===== src/rtl/axi_lite_reg_bank.sv =====
// AXI4-Lite slave register bank: byte-strobe writes, read-only masking, SLVERR on decode miss.
// Optional hardware load ports are enabled by defining AXI_LITE_REG_BANK_HW_LOAD_EN.
module axi_lite_reg_bank #(
   parameter int unsigned              AW       = 32,
   parameter int unsigned              DW       = 32,
   parameter int unsigned              NumRegs  = 8,
   parameter logic [AW-1:0]            BaseAddr = '0,
   parameter logic [NumRegs-1:0]       RoMask   = '0,
   parameter logic [NumRegs*DW-1:0]    RstVal   = '0
) (
   input  logic                    clk_i,
   input  logic                    rst_ni,
   input  logic [AW-1:0]           aw_addr_i,
   input  logic                    aw_valid_i,
   output logic                    aw_ready_o,
   input  logic [DW-1:0]           w_data_i,
   input  logic [DW/8-1:0]         w_strb_i,
   input  logic                    w_valid_i,
   output logic                    w_ready_o,
   output logic [1:0]              b_resp_o,
   output logic                    b_valid_o,
   input  logic                    b_ready_i,
   input  logic [AW-1:0]           ar_addr_i,
   input  logic                    ar_valid_i,
   output logic                    ar_ready_o,
   output logic [DW-1:0]           r_data_o,
   output logic [1:0]              r_resp_o,
   output logic                    r_valid_o,
   input  logic                    r_ready_i,
   output logic [NumRegs*DW-1:0]   reg_q_o,
   output logic [NumRegs-1:0]      reg_wr_o
`ifdef AXI_LITE_REG_BANK_HW_LOAD_EN
   ,
   input  logic [NumRegs-1:0]      reg_load_i,
   input  logic [NumRegs*DW-1:0]   reg_d_i
`endif
);

   localparam int unsigned SW   = DW / 8;
   localparam int unsigned OffW = $clog2(SW);
   localparam int unsigned IdxW = (NumRegs > 1) ? $clog2(NumRegs) : 1;
   localparam logic [1:0]  RespOkay   = 2'b00;
   localparam logic [1:0]  RespSlvErr = 2'b10;

   logic                          active_q;
   logic                          aw_held_q, w_held_q;
   logic [AW-1:0]                 aw_addr_q;
   logic [DW-1:0]                 w_data_q;
   logic [SW-1:0]                 w_strb_q;
   logic                          b_valid_q, r_valid_q;
   logic [1:0]                    b_resp_q, r_resp_q;
   logic [DW-1:0]                 r_data_q;
   logic [NumRegs-1:0][DW-1:0]    regs_q, regs_d;
   logic [NumRegs-1:0]            reg_wr_q, reg_wr_d;

   logic                          aw_hs, w_hs, ar_hs, commit;
   logic                          wr_hit, wr_ok, rd_hit;
   logic [IdxW-1:0]               wr_idx, rd_idx;

   function automatic logic addr_hit(input logic [AW-1:0] addr);
      logic [AW-1:0] off;
      off = addr - BaseAddr;
      return (addr >= BaseAddr) && ((off >> OffW) < AW'(NumRegs));
   endfunction

   function automatic logic [IdxW-1:0] addr_idx(input logic [AW-1:0] addr);
      logic [AW-1:0] off;
      off = addr - BaseAddr;
      return IdxW'(off >> OffW);
   endfunction

   // Readies are held low until the first cycle after reset release.
   assign aw_ready_o = active_q & ~aw_held_q;
   assign w_ready_o  = active_q & ~w_held_q;
   assign ar_ready_o = active_q & (~r_valid_q | r_ready_i);

   assign aw_hs  = aw_valid_i & aw_ready_o;
   assign w_hs   = w_valid_i & w_ready_o;
   assign ar_hs  = ar_valid_i & ar_ready_o;
   assign commit = aw_held_q & w_held_q & (~b_valid_q | b_ready_i);

   assign wr_hit = addr_hit(aw_addr_q);
   assign wr_idx = addr_idx(aw_addr_q);
   assign wr_ok  = wr_hit && !RoMask[wr_idx];
   assign rd_hit = addr_hit(ar_addr_i);
   assign rd_idx = addr_idx(ar_addr_i);

   // Next register contents: bus byte writes, then hardware loads take priority.
   always_comb begin
      regs_d   = regs_q;
      reg_wr_d = '0;
      if (commit && wr_ok) begin
         for (int unsigned b = 0; b < SW; b++) begin
            if (w_strb_q[b]) regs_d[wr_idx][8*b +: 8] = w_data_q[8*b +: 8];
         end
         reg_wr_d[wr_idx] = |w_strb_q;
      end
`ifdef AXI_LITE_REG_BANK_HW_LOAD_EN
      for (int unsigned i = 0; i < NumRegs; i++) begin
         if (reg_load_i[i]) regs_d[i] = reg_d_i[i*DW +: DW];
      end
`endif
   end

   always_ff @(posedge clk_i) begin
      if (!rst_ni) begin
         active_q  <= 1'b0;
         aw_held_q <= 1'b0;
         w_held_q  <= 1'b0;
         aw_addr_q <= '0;
         w_data_q  <= '0;
         w_strb_q  <= '0;
         b_valid_q <= 1'b0;
         b_resp_q  <= RespOkay;
         r_valid_q <= 1'b0;
         r_resp_q  <= RespOkay;
         r_data_q  <= '0;
         regs_q    <= RstVal;
         reg_wr_q  <= '0;
      end else begin
         active_q <= 1'b1;
         if (aw_hs) begin
            aw_held_q <= 1'b1;
            aw_addr_q <= aw_addr_i;
         end else if (commit) begin
            aw_held_q <= 1'b0;
         end
         if (w_hs) begin
            w_held_q <= 1'b1;
            w_data_q <= w_data_i;
            w_strb_q <= w_strb_i;
         end else if (commit) begin
            w_held_q <= 1'b0;
         end
         if (commit) begin
            b_valid_q <= 1'b1;
            b_resp_q  <= wr_ok ? RespOkay : RespSlvErr;
         end else if (b_ready_i) begin
            b_valid_q <= 1'b0;
         end
         // Reads sample the pre-commit register value.
         if (ar_hs) begin
            r_valid_q <= 1'b1;
            r_data_q  <= rd_hit ? regs_q[rd_idx] : '0;
            r_resp_q  <= rd_hit ? RespOkay : RespSlvErr;
         end else if (r_ready_i) begin
            r_valid_q <= 1'b0;
         end
         regs_q   <= regs_d;
         reg_wr_q <= reg_wr_d;
      end
   end

   assign b_valid_o = b_valid_q;
   assign b_resp_o  = b_resp_q;
   assign r_valid_o = r_valid_q;
   assign r_data_o  = r_data_q;
   assign r_resp_o  = r_resp_q;
   assign reg_q_o   = regs_q;
   assign reg_wr_o  = reg_wr_q;

endmodule


===== config.mk =====
export PLATFORM = sky130hd
export DESIGN_NAME = axi_lite_reg_bank
export DESIGN_NICKNAME = d
export VERILOG_FILES = /design/src/rtl/axi_lite_reg_bank.sv
export SDC_FILE = /design/constraint.sdc
export NUM_CORES = 1
export LEC_CHECK = 0
export CORE_MARGIN = 2
export CORE_UTILIZATION = 40
export DETAILED_ROUTE_END_ITERATION = 10
export HOLD_SLACK_MARGIN = 0.02
export PLACE_DENSITY = 0.76
export SLEW_MARGIN = 10
export SYNTH_ARGS = -nofsm -noshare
export SYNTH_HDL_FRONTEND = slang
export SYNTH_SLANG_ARGS = --single-unit

===== constraint.sdc =====
create_clock -name clk_i -period 2.6 [get_ports clk_i]
set_clock_uncertainty 0.1 [all_clocks]
set_input_delay 0.26 -clock clk_i [delete_from_list [all_inputs] [get_ports clk_i]]
set_output_delay 0.26 -clock clk_i [all_outputs]
set_load 0.05 [all_outputs]

==> results.toml <==
[run_status]
status = "finished clean"

[setup_path]
worstSetupPathType = "reg -> out"
required_ns = 2.24
reg2reg_depth = 6
critPathMaxFanout = 4
cp_top_family = "buffers and inverters"
cp-end-kind = "primary output"
r2r-end = "reg_q_o[240]$_SDFFE_PN0P_"
startpoint_type = "flip-flop"
path_cells = "nor2b_1 > clkdlybuf4s50_1"
cp.depth = 2
critical_path.n_buffers_inverters = 1
slowest_stage = "clkdlybuf4s50_1"
timing.rr.start = "aw_addr_q[5]$_SDFFE_PN0P_"
slowest_delay_ns = 0.86
r2r_setup_slack_ns = 0.24
startpoint = "active_q$_DFF_P_"
critPathCapture = "w_ready_o"
arrival_ns = 2.01

[clocking]
cts.sinks = 369
htreeDepth = 2
cts_setup_buffers = 0
ctsResizeCount = 0
cts_tree = "yes"
clk_pin_slew_ns = 0.06
max-clock-path-buffers = 3
numCtsBuffers = 41
hold_buffers = 1
clockRootBuffer = "clkbuf_16"
clk_latency_ns = 0.52

[power_and_ir_drop]
power_leakage_nw = 9.18
p_per_area_nw_per_um2 = 569
ir_worst_vdd_uv = 411

[timing]
slew_headroom_pct = 48.0
min_period_ns = 2.37
hold_violations = 0
worst_pin_slew_ns = 0.779
hold_ws_ns = 0.192
slew_violations = 0
rsz0062_at_grt = "no"
fin_crit_sh_pct = 91.3
max_clock_freq_ghz = 0.421
finalSetupViolCount = 0
fin_setup_tns_ns = 0

[grt]
grt_first_pass_wirelength_microns = 76300
grt_busiest_layer = "met2"
track_usage_pct = 23.8
grt-ovfl-total = 0
met1_usage_pct = 30.3
grt_pass1_vias = 13000
antenna_found_initial = 2
grt_max_degree = 76
met3_usage_pct = 4.27
grt_use_met2_pct = 41.2

[synthesis]
synth_area_per_cell_sq_um = 10.3
synthTopCellsByArea = "dfxtp_1 47%, mux2i_1 16%, nand2_1 12%, mux4_2 9.1%, a21boi_0 3.2%"
synth_warnings = 0
synth_most_common_cell = "nand2_1"
ys_async_sr_fraction_pct = 0
ys_seq_area_share_pct = 46.9
netlist_top_cells_count = "491 x nand2_1, 369 x dfxtp_1, 256 x mux2i_1, 68 x a21boi_0, 66 x clkbuf_1"
synth_edf_count = 0
ys_types = 35
yosys.area.top_type_share_pct = 46.9
synth_top_area_cell = "dfxtp_1"
synth_seq_cells = 369
syn_area_sq_um = 15800
postSynthCellCount = 1536
ys.flop_type = "dfxtp_1"

[floorplan]
num_io_pins = 412
rows = 72
initial_core_util_pct = 40.7
dieArea_sq_um = 41000
die_x_microns = 203
core_sq_um = 38700
chipHeight_microns = 203

[place]
hpwl_microns = 35000
port_buffers = 405
placed_cell_area_sq_um = 20400
dpl.cell_count = 2396
gp_congestion = 0.830

[drt]
ant_nets = 0
first_pass_iters = 5
drtIter0Drc = 647
wl_microns = 50200
wire_per_inst_microns = 20.3
via_per_inst = 5.21
dr_total_vias = 12900
drc = 0

[layout]
finalNonFillerCells = 2469
nets = 2029
n_fill_cell = 3323
drive_above_1_share_pct = 10.9
multi_input_area_sq_um = 7930
register_area_sq_um = 7390
stdcell_area_sq_um = 21800
area.growth.synth_to_final_pct = 38.5

[worst_hold_path]
hp-class = "in -> reg"
hold_start = "w_data_i[14]"

[run]
max_cap_violations = 0
-- cells in the final DEF, fill, tap and decap left out, types with 2 or more instances in the layout --
master / n
diode_2: 2
nor4_2: 5
nand3_1: 4
nor4_4: 2
mux4_2: 64
clkbuf_16: 43
and3b_1: 2
nor2b_1: 36
and2_1: 2
nand2b_1: 34
buf_4: 29
nand3_4: 25
a21oi_1: 2
a22oi_1: 32
clkbuf_1: 8
nor3_1: 2
inv_1: 4
dfxtp_1: 369
conb_1: 2
nor4_1: 8
buf_12: 10
nor3b_2: 3
nor2_1: 6
mux2i_1: 256
nand2_1: 490
clkdlybuf4s50_1: 401
clkbuf_8: 6
o21ai_0: 2
clkinv_2: 6
bufinv_16: 5
and4_1: 3
nand3_2: 8
a21boi_0: 68
-- state kept, by name, indices dropped and copies added (netlist names) --
signal,count
reg_q_o,256
w_data_q,32
r_resp_o,1
aw_held_q,1
b_valid_o,1
r_data_o,32
w_strb_q,4
w_held_q,1
r_valid_o,1
active_q,1
reg_wr_o,8
b_resp_o,1
aw_addr_q,30
-- where the power goes --
part | switching (mW) | internal, mW | total (mW)
clock network | 2.29 | 3.68 | 5.96
registers | 0.0490 | 5.71 | 5.76
logic | 0.395 | 0.313 | 0.709
total | 2.73 | 9.70 | 12.4
-- final cells by class --
type	count	share of cell area, %
Sequential cell	369	33.8
Inverter	4	0.0688
Timing Repair Buffer	443	20.4
Clock buffer	57	5.44
Tap cell	518	2.97
Clock inverter	13	0.905
Multi-Input combinational cell	1063	36.3
Antenna cell	2	0.0229
-- cell families after synthesis --
family / Yosys count / synth area share [%]
and+or+nand+nor: 637 / 19.8
AOI/OAI and AO/OA: 104 / 4.89
muxes: 320 / 25.4
other: 1 / 0.0238
buffers and inverters: 105 / 3.03
DFF: 369 / 46.9
-- worst min path at each step --
stage / to / slack (ns) / cells past startpoint
5_1_grt: w_data_q[10]$_SDFFE_PN0P_ / 0.19 / 3
4_1_cts: w_data_q[14]$_SDFFE_PN0P_ / 0.16 / 3
3_3_place_gp: aw_addr_q[27]$_SDFFE_PN0P_ / 0.35 / 2
3_5_place_dp: aw_addr_q[27]$_SDFFE_PN0P_ / 0.36 / 2
6_report: w_data_q[14]$_SDFFE_PN0P_ / 0.19 / 3
2_1_floorplan: active_q$_DFF_P_ / 0.19 / 0
-- worst register-to-register path: cells and delay by family (launching register included) --
kind,cells,cell delay (ns)
and+or+nand+nor,4,1.28
DFF,1,0.32
muxes,1,0.21
buffers and inverters,1,0.34
-- metal layers --
layer / vias up / part of all wire, %
met5: - / 0
met4: 0 / 2.6
met3: 77 / 5.8
met2: 425 / 49
met1: 6324 / 42
li1: 6040 / -
-- through the flow --
stage | setup WS [ns] | power, mW | util (%)
2_1_floorplan | 0.354 | 6.26 | -
3_3_place_gp | 0.0890 | 6.58 | 52.7
3_5_place_dp | 0.0715 | 6.59 | 52.7
4_1_cts | 0.199 | 12.5 | 56.3
5_1_grt | 0.0953 | 12.8 | 56.4
6_report | 0.225 | 12.4 | 56.4
Note: power is estimated with default switching activity, not from simulation.
